<file path="src/rtl/sprite_line_eval.sv">
// Per-scanline sprite evaluator: scans the attribute table during hblank and commits up to SLOTS hits at hcount==1599.
// Optional build macro SPRITE_FLIP_EN enables attribute bits 24 (hflip) and 25 (vflip).
//
// state   | meaning
// IDLE    | waiting for hcount==1280 to start a scan
// RD_ATTR | attribute read in flight
// CHK     | evaluate entry against the target line
// RD_PAT  | pattern row read in flight
// STORE   | write hit into the pending slot buffer
// DONE    | scan finished, waiting for the commit point
module sprite_line_eval #(
    parameter int NUM_SPRITES = 16,
    parameter int SLOTS       = 4,
    parameter int SPRITE_H    = 16,
    parameter int AW          = 4
) (
    input  logic                  clk,
    input  logic                  reset,
    input  logic [10:0]           hcount,
    input  logic [9:0]            vcount,
    output logic [AW-1:0]         attr_addr,
    input  logic [31:0]           attr_rdata,
    output logic [7:0]            pat_addr,
    input  logic [31:0]           pat_rdata,
    output logic [SLOTS*10-1:0]   slot_x,
    output logic [SLOTS*32-1:0]   slot_row,
    output logic [SLOTS-1:0]      slot_valid,
    output logic                  commit,
    output logic                  overflow
);

    localparam int CW = $clog2(SLOTS + 1);
    localparam int SW = (SLOTS > 1) ? $clog2(SLOTS) : 1;

    typedef enum logic [2:0] {
        IDLE, RD_ATTR, CHK, RD_PAT, STORE, DONE
    } state_t;

    state_t                   state_q;
    logic [AW-1:0]            idx_q;
    logic [CW-1:0]            count_q;
    logic [9:0]               tl_q;
    logic [9:0]               x_lat_q;
    logic [AW-1:0]            attr_addr_q;
    logic [7:0]               pat_addr_q;
    logic [SLOTS-1:0][9:0]    pend_x_q;
    logic [SLOTS-1:0][31:0]   pend_row_q;
    logic [SLOTS-1:0]         pend_valid_q;
    logic                     pend_ovf_q;
    logic [SLOTS-1:0][9:0]    slot_x_q;
    logic [SLOTS-1:0][31:0]   slot_row_q;
    logic [SLOTS-1:0]         slot_valid_q;
    logic                     commit_q;
    logic                     overflow_q;
    logic                     hflip_q;

    logic [9:0]               d_d;
    logic                     hit_d;
    logic [3:0]               row_sel_d;
    logic [31:0]              row_d;
    logic                     unused_attr;

    // Wrapping 10-bit difference keeps y near 511 far from lines 0..15.
    assign d_d   = tl_q - {1'b0, attr_rdata[18:10]};
    assign hit_d = attr_rdata[23] && (d_d < 10'(SPRITE_H)) && (tl_q < 10'd480);

`ifdef SPRITE_FLIP_EN
    assign row_sel_d   = attr_rdata[25] ? (4'(SPRITE_H - 1) - d_d[3:0]) : d_d[3:0];
    assign unused_attr = ^attr_rdata[31:26];
    always_comb begin
        row_d = pat_rdata;
        if (hflip_q) begin
            for (int i = 0; i < 16; i++) begin
                row_d[2*i +: 2] = pat_rdata[2*(15-i) +: 2];
            end
        end
    end
`else
    assign row_sel_d   = d_d[3:0];
    assign unused_attr = ^{attr_rdata[31:24], hflip_q};
    assign row_d       = pat_rdata;
`endif

    always_ff @(posedge clk or posedge reset) begin
        if (reset) begin
            state_q      <= IDLE;
            idx_q        <= '0;
            count_q      <= '0;
            tl_q         <= '0;
            x_lat_q      <= '0;
            attr_addr_q  <= '0;
            pat_addr_q   <= '0;
            pend_x_q     <= '0;
            pend_row_q   <= '0;
            pend_valid_q <= '0;
            pend_ovf_q   <= 1'b0;
            slot_x_q     <= '0;
            slot_row_q   <= '0;
            slot_valid_q <= '0;
            commit_q     <= 1'b0;
            overflow_q   <= 1'b0;
            hflip_q      <= 1'b0;
        end else if (hcount == 11'd1599 && state_q != IDLE) begin
            // Still IDLE here means no scan started this line (e.g. reset mid-scan), so nothing is committed.
            slot_x_q     <= pend_x_q;
            slot_row_q   <= pend_row_q;
            slot_valid_q <= pend_valid_q;
            overflow_q   <= pend_ovf_q || (state_q != DONE);
            commit_q     <= 1'b1;
            state_q      <= IDLE;
        end else begin
            commit_q <= 1'b0;
            case (state_q)
                IDLE: begin
                    if (hcount == 11'd1280) begin
                        pend_x_q     <= '0;
                        pend_row_q   <= '0;
                        pend_valid_q <= '0;
                        pend_ovf_q   <= 1'b0;
                        count_q      <= '0;
                        tl_q         <= (vcount == 10'd524) ? 10'd0 : vcount + 10'd1;
                        idx_q        <= '0;
                        attr_addr_q  <= '0;
                        state_q      <= RD_ATTR;
                    end
                end
                RD_ATTR: state_q <= CHK;
                CHK: begin
                    if (hit_d && count_q < CW'(SLOTS)) begin
                        x_lat_q    <= attr_rdata[9:0];
                        pat_addr_q <= {attr_rdata[22:19], row_sel_d};
                        hflip_q    <= attr_rdata[24];
                        state_q    <= RD_PAT;
                    end else if (hit_d) begin
                        pend_ovf_q <= 1'b1;
                        state_q    <= DONE;
                    end else if (idx_q == AW'(NUM_SPRITES - 1)) begin
                        state_q <= DONE;
                    end else begin
                        idx_q       <= idx_q + 1'b1;
                        attr_addr_q <= idx_q + 1'b1;
                        state_q     <= RD_ATTR;
                    end
                end
                RD_PAT: state_q <= STORE;
                STORE: begin
                    pend_x_q[count_q[SW-1:0]]     <= x_lat_q;
                    pend_row_q[count_q[SW-1:0]]   <= row_d;
                    pend_valid_q[count_q[SW-1:0]] <= 1'b1;
                    count_q                       <= count_q + 1'b1;
                    if (idx_q == AW'(NUM_SPRITES - 1)) begin
                        state_q <= DONE;
                    end else begin
                        idx_q       <= idx_q + 1'b1;
                        attr_addr_q <= idx_q + 1'b1;
                        state_q     <= RD_ATTR;
                    end
                end
                DONE:    state_q <= DONE;
                default: state_q <= IDLE;
            endcase
        end
    end

    assign attr_addr  = attr_addr_q;
    assign pat_addr   = pat_addr_q;
    assign slot_x     = slot_x_q;
    assign slot_row   = slot_row_q;
    assign slot_valid = slot_valid_q;
    assign commit     = commit_q;
    assign overflow   = overflow_q;

endmodule
</file>
<file path="config.mk">
export PLATFORM = sky130hd
export DESIGN_NAME = sprite_line_eval
export DESIGN_NICKNAME = d
export VERILOG_FILES = /design/src/rtl/sprite_line_eval.sv
export SDC_FILE = /design/constraint.sdc
export NUM_CORES = 1
export LEC_CHECK = 0
export CAP_MARGIN = 20
export CORE_MARGIN = 2
export CORE_UTILIZATION = 47
export CTS_CLUSTER_DIAMETER = 120
export DETAILED_ROUTE_END_ITERATION = 16
export PLACE_DENSITY_LB_ADDON = 0.15
export SLEW_MARGIN = 20
export SYNTH_ARGS = -nofsm -noshare
export SYNTH_HDL_FRONTEND = slang
export SYNTH_SLANG_ARGS = --single-unit
</file>
<file path="constraint.sdc">
create_clock -name clk -period 12.2 [get_ports clk]
set_input_delay 1.83 -clock clk [delete_from_list [all_inputs] [get_ports clk]]
set_output_delay 1.83 -clock clk [all_outputs]
set_load 0.01 [all_outputs]
</file>
==> summary.txt, run 1 <==
Req. time, crit path = 12.58 ns
syn nets = 1323
pin count of the biggest net entering global routing = 180
DR vias = 10100
Pins Over Slew Limit = 0
Setup Viol. Count Final = 0
nets = 1560
Adder-Cell Fraction of Synth Area = 1.45%
relative slew slack = 18.2%
Hold Crit Class = reg2reg
final setup TNS = 0 ns
htree depth = 2
share of layout cells above drive strength 1 = 18.9%
Simple-Gate Fraction of Synth Area = 9.38%
DRT iter0 DRCs = 577
clock slew at reported path FFs = 0.05 ns
initial antenna violation count = 1
Post-CTS Resized = 0
top-area cell type share of the netlist area = 63.5%
final hold violation count = 0
Synth Cell Area = 15200 sq um
DIE AREA = 33700 sq um
Row Count = 65
Clock Latency Late Sink = 0.52 ns
GRT Overall Usage = 21.0%
port buffer count = 264
core outline area = 31600 sq um
sequential area share after synthesis = 63.5%
area grow syn2layout = 28.6%
kind of critical path = in2reg
CP arrival = 5.23 ns
clk root buf = clkbuf_16
first-pass GRT wire length = 56.5 mm
R2R depth = 8
Crit Reg-Reg Startpoint = state_q[1]$_DFFE_PP0P_
compound-cell area share of the yosys netlist = 7.30%
FMAX = 0.206 GHz
min-delay src = tl_q[3]$_DFFE_PP0P_
detailed-route wire length per cell = 18.6 microns
IO Count = 273
Power Density = 137 nW/um^2
Synth Area per Inst = 12.4 sq um
number of diodes = 0
RSZ-0062 raised after global routing = false
Post-Syn Instances = 1219
CTS tree = built
DRC Markers = 0
startpoint types = input port
synthesis-stage register bit count = 385
Crit. End Element = flip-flop
commonest cells in the netlist = dfrtp_1, mux2_2, o21ai_0
final global-route overflow total = 0
Setup Skew = 0.0119 ns
die height = 184 microns
Hold Path End = tl_q[3]$_DFFE_PP0P_
largest family of logic cells by synthesized area = multiplexers
gpl congestion = 0.740
fill cell count = 2573
Synth cell types = 48
CTS buffer count = 42
R2R setup slack = 8.33 ns
synth top area cells = dfrtp_1, mux2_2, o21ai_0
Max FO, Critical Path = 44
share of flip-flops with an asynchronous set or reset = 100%
final worst path period share = 39.7%
Critical R2R Capture = pend_x_q[1]$_DFFE_PP0P_
clock buffer depth = 3
Post-CTS Setup Bufs = 0
top-count cell post-synth = dfrtp_1
Die X = 184 microns
Post-CTS Hold Fix Bufs = 0
vias per inst = 5.38
post-synthesis mux area share = 14.6%
Max-Cap Viols = 0
Main synth FF type = dfrtp_1
HPWL after DPL = 21.7 mm
number of detailed-route iterations in the first pass = 4
Yosys top cell by area = dfrtp_1
pre-CTS setup slack = 6.54 ns
overall routed net length = 35.0 mm
post-synthesis xor/xnor area fraction = 0.866%
post-route ant nets = 0
crit path time final = 4.85 ns
Slew @ Worst Pin = 1.23 ns
fin worst setup slack = 7.35 ns
VDD IR max = 0.0000930 V
Post-synth EDFFs = 0
Leak = 8.92 nW
Yosys warning count = 0
outcome = complete, no violations
clock sinks = 385
vias in the first global route = 10400
Initial Utilization = 48.0%
Hold Crit Depth = 2
how the worst max path moves through the flow:
stage,to,start
4_1_cts,x_lat_q[0]$_DFFE_PP0P_,attr_rdata[10]
5_1_grt,pend_x_q[1]$_DFFE_PP0P_,hcount[1]
6_report,pend_x_q[1]$_DFFE_PP0P_,hcount[1]
3_3_place_gp,x_lat_q[5]$_DFFE_PP0P_,attr_rdata[10]
2_1_floorplan,commit$_DFF_PP0_,reset
3_5_place_dp,x_lat_q[1]$_DFFE_PP0P_,attr_rdata[10]
critical path, cell delays in order:
cell and delay [ns]:
clkdlybuf4s50_1 0.42, nor4b_1 0.33, nand4_1 0.31, a2111oi_2 0.90, nand2_2 0.67, buf_4 0.49
nand3_1 0.14, o21ai_0 0.11
registers in the layout (all words and copies together), names as in the netlist:
| name | count |
|---|---|
| pat_addr | 8 |
| x_lat_q | 10 |
| slot_row | 128 |
| idx_q | 4 |
| slot_x | 40 |
| commit | 1 |
| state_q | 3 |
| pend_valid_q | 4 |
| pend_ovf_q | 1 |
| count_q | 3 |
| tl_q | 10 |
| slot_valid | 4 |
| pend_row_q | 128 |
| pend_x_q | 40 |
| overflow | 1 |
placed cells by master, fill, tap and decap left out, types with 11 or more instances in the layout:
master | netlist | layout
dfrtp_1 | 385 | 385
clkdlybuf4s50_1 | 0 | 264
mux2_2 | 180 | 180
o21ai_0 | 178 | 178
nand3_1 | 175 | 175
nand2_1 | 60 | 56
clkbuf_16 | 0 | 43
inv_1 | 25 | 24
ha_1 | 16 | 16
nor2_1 | 14 | 14
a21oi_1 | 13 | 13
buf_4 | 0 | 11
power breakdown:
| group | leakage, nW | internal, mW | switching (mW) |
|---|---|---|---|
| Combinational | 2.93 | 0.0547 | 0.0626 |
| Sequential | 5.33 | 1.30 | 0.0199 |
| Clock | 0.666 | 0.740 | 0.488 |
| Total | 8.92 | 2.09 | 0.570 |
final cells by class:
| type | instances | area (sq um) | share of cell area, % |
|---|---|---|---|
| clock buffers | 61 | 1230 | 6.32 |
| repair buffers | 278 | 2790 | 14.3 |
| inverters | 25 | 97.6 | 0.500 |
| flip-flops and latches | 385 | 9630 | 49.4 |
| multi-input cells | 724 | 5140 | 26.4 |
| clock inverters | 10 | 108 | 0.551 |
| well taps | 402 | 503 | 2.58 |
cells by family after synthesis:
family | Yosys count
multiplexers | 195
flip-flops | 385
XOR/XNOR | 15
buffers and inverters | 110
AO/OA/AOI/OAI | 209
adder cells (fa/ha/maj) | 17
AND/OR/NAND/NOR | 288
routing by layer:
layer,global-route usage [%],routed length [microns],up-vias
met2,33.1,16100,223
met3,6.00,2330,43
li1,-,-,4766
met1,29.1,16000,5105
met5,0,0,-
met4,4.80,527,0
through the flow:
step	total power, mW	hold WS (ns)	instance area, sq um	util (%)	cells
global route	2.77	0.514	19500	61.7	1885
detailed placement	1.46	0.482	18100	57.3	1813
floorplan	1.40	0.450	15200	-	1219
global placement	1.46	0.472	18100	57.3	1813
finish	2.66	0.485	19500	61.7	1885
CTS	2.70	0.494	19500	61.6	1884
Note: power is estimated with default switching activity, not from simulation.
==> run 2, diff against run 1 <==
clock period = 4.35 ns   (was 12.2 ns; I/O delays follow)
==> run 2 against run 1 <==
Final cell count grew 0.74%. Sequential power grew to 2.8 times the previous value. Clock-buffer cell count grew 2. Via count grew 0.76%. Die area is the same. Clock skew grew 0.0054 ns. Register-to-register slack lost 7.2 ns. Setup slack lost 6.4 ns. Worst hold slack lost 0.0012 ns. Non-clock buffer count grew 13. Design area grew 0.20%. Critical endpoint is now x_lat_q[3]$_DFFE_PP0P_.
==> summary.txt, run 2 (synthesis results as in run 1) <==
R2R setup slack = 1.14 ns (was 8.33 ns)
combinational fraction of design power = 4.6% (was 4.4%)
R2R depth = 12 (was 8)
VDD IR max = 0.000260 V (was 0.0000930 V)
kind of critical path = in2reg (unchanged)
CP arrival = 3.81 ns (was 5.23 ns)
final hold violation count = 0 (unchanged)
Setup Skew = 0.0173 ns (was 0.0119 ns)
initial antenna violation count = 1 (unchanged)
min-delay src = tl_q[3]$_DFFE_PP0P_ (unchanged)
IO Count = 273 (unchanged)
vias in the first global route = 10600 (was 10400)
Net Sw Frac = 21.4% (about the same)
Clock Latency Late Sink = 0.52 ns (about the same)
Hold Crit Depth = 2 (unchanged)
Max FO, Critical Path = 17 (was 44)
Crit. End Element = flip-flop (unchanged)
share of layout cells above drive strength 1 = 18.9% (about the same)
pin count of the biggest net entering global routing = 101 (was 180)
DRC Markers = 0 (unchanged)
DRT iter0 DRCs = 522 (was 577)
Post-Route Utilization = 61.8% (was 61.7%)
Max-Cap Viols = 0 (unchanged)
Die X = 184 microns (unchanged)
final worst path period share = 78.4%
area grow syn2layout = 28.9% (was 28.6%)
nets = 1572 (was 1560)
DIE AREA = 33700 sq um (unchanged)
Row Count = 65 (unchanged)
placed inst area = 18300 sq um (was 18100 sq um)
vias per inst = 5.38 (about the same)
Crit Reg-Reg Startpoint = tl_q[0]$_DFFE_PP0P_ (was state_q[1]$_DFFE_PP0P_)
Leak = 8.94 nW (was 8.92 nW)
relative slew slack = 39.2% (was 18.2%)
first-pass GRT wire length = 56.9 mm (was 56.5 mm)
CTS tree = built (unchanged)
Flop pwr share = 50.9% (was 49.5%)
gpl congestion = 0.749 (was 0.740)
outcome = complete, no violations (unchanged)
Critical R2R Capture = x_lat_q[3]$_DFFE_PP0P_ (was pend_x_q[1]$_DFFE_PP0P_)
Req. time, crit path = 4.75 ns (was 12.58 ns)
GRT Overall Usage = 21.1% (was 21.0%)
final std cells w/o fill = 1899 (was 1885)
most common cell after layout, fill and taps aside = dfrtp_1 (unchanged)
HPWL after DPL = 22.7 mm (was 21.7 mm)
die height = 184 microns (unchanged)
htree depth = 2 (unchanged)
leading cell types in the layout, fill and taps excluded = dfrtp_1, clkdlybuf4s50_1, mux2_2 (unchanged)
core outline area = 31600 sq um (unchanged)
clk root buf = clkbuf_16 (unchanged)
Post-CTS Setup Bufs = 0 (unchanged)
FMAX = 0.293 GHz
RSZ-0062 raised after global routing = false (unchanged)
Slew @ Worst Pin = 0.912 ns (was 1.23 ns)
number of detailed-route iterations in the first pass = 4 (unchanged)
Power Density = 372 nW/um^2 (was 137 nW/um^2)
clock sinks = 385 (unchanged)
overall routed net length = 35.0 mm (about the same)
final design area excluding fillers = 19600 sq um (was 19500 sq um)
Post-CTS Resized = 0 (unchanged)
startpoint types = input port (unchanged)
placed cell count = 1827 (was 1813)
Hold Crit Class = reg2reg (unchanged)
Initial Utilization = 48.0% (unchanged)
clock slew at reported path FFs = 0.05 ns (about the same)
port buffer count = 264 (unchanged)
Post-CTS Hold Fix Bufs = 0 (unchanged)
DR vias = 10200 (was 10100)
Int Power = 5.71 mW (was 2.09 mW)
clock buffer depth = 3 (unchanged)
fill cell count = 2550 (was 2573)
detailed-route wire length per cell = 18.4 microns (was 18.6 microns)
post-route ant nets = 0 (unchanged)
clock power share = 44.5% (was 46.1%)
Pins Over Slew Limit = 0 (unchanged)
Min Hold Slack = 0.483 ns (was 0.485 ns)
Setup Viol. Count Final = 0 (unchanged)
switching pwr = 1.56 mW (was 0.570 mW)
Hold Path End = tl_q[3]$_DFFE_PP0P_ (unchanged)
CTS buffer count = 41 (was 42)
crit path time final = 3.41 ns
final global-route overflow total = 0 (unchanged)
-- run 2: cell count changes in the layout (fill, tap and decap cells not counted), sizes merged --
| cell | change |
|---|---|
| buf | +13 |
| clkbuf | +2 |
| bufinv | -1 |
| diode | +1 |
| inv | -1 |
-- run 2: power by group through the flow --
| stage | clock network, mW | registers (mW) | logic (mW) |
|---|---|---|---|
| after global placement | 0 | 3.76 | 0.335 |
| after global routing | 3.47 | 3.71 | 0.381 |
| after detailed placement | 0 | 3.76 | 0.342 |
| after CTS | 3.32 | 3.70 | 0.344 |
| final | 3.23 | 3.70 | 0.336 |
| after floorplan | 0 | 3.75 | 0.180 |
-- run 2: critical path, stage by stage --
cell and delay, ns:
clkdlybuf4s50_1 0.40, ha_1 0.22, fa_1 0.41, nor2b_1 0.17, o22ai_1 0.11, xor2_1 0.17, o2111ai_1 0.13, or4_4 0.56
nor3_2 0.14, and3b_1 0.17, buf_4 0.29, mux2_2 0.37
-- run 2: metrics by stage --
stage                     setup TNS, ns  setup WS [ns]  power [mW]
after floorplan                 -569.21          -1.48        3.93
after detailed placement              0          0.407        4.10
after global routing                  0          0.778        7.56
after CTS                             0          0.948        7.36
after global placement                0          0.448        4.09
final                                 0          0.939        7.27
-- run 2: worst max path at each step --
| stage | from | to | slack (ns) | cells past startpoint |
|---|---|---|---|---|
| 6_report | attr_rdata[10] | x_lat_q[3]$_DFFE_PP0P_ | 0.94 | 12 |
| 5_1_grt | attr_rdata[10] | x_lat_q[3]$_DFFE_PP0P_ | 0.78 | 12 |
| 4_1_cts | attr_rdata[10] | x_lat_q[7]$_DFFE_PP0P_ | 0.95 | 12 |
| 3_5_place_dp | attr_rdata[10] | x_lat_q[7]$_DFFE_PP0P_ | 0.41 | 12 |
| 3_3_place_gp | attr_rdata[10] | x_lat_q[1]$_DFFE_PP0P_ | 0.45 | 12 |
| 2_1_floorplan | reset | commit$_DFF_PP0_ | -1.48 | 1 |
-- run 2: routing by layer --
layer	track usage, %	up-vias	routed length [microns]
li1	-	4794	-
met1	28.9	5140	15800
met3	5.55	43	2300
met5	0	-	0
met2	34.0	237	16400
met4	4.90	0	519
-- run 2: cell type report --
type	instances	area (sq um)	area share, %
Antenna cell	1	2.50	0.0128
Clock buffer	63	1170	5.98
Clock inverter	8	76.3	0.390
Inverter	25	97.6	0.499
Multi-Input combinational cell	724	5130	26.3
Sequential cell	385	9630	49.3
Tap cell	402	503	2.57
Timing Repair Buffer	291	2930	15.0
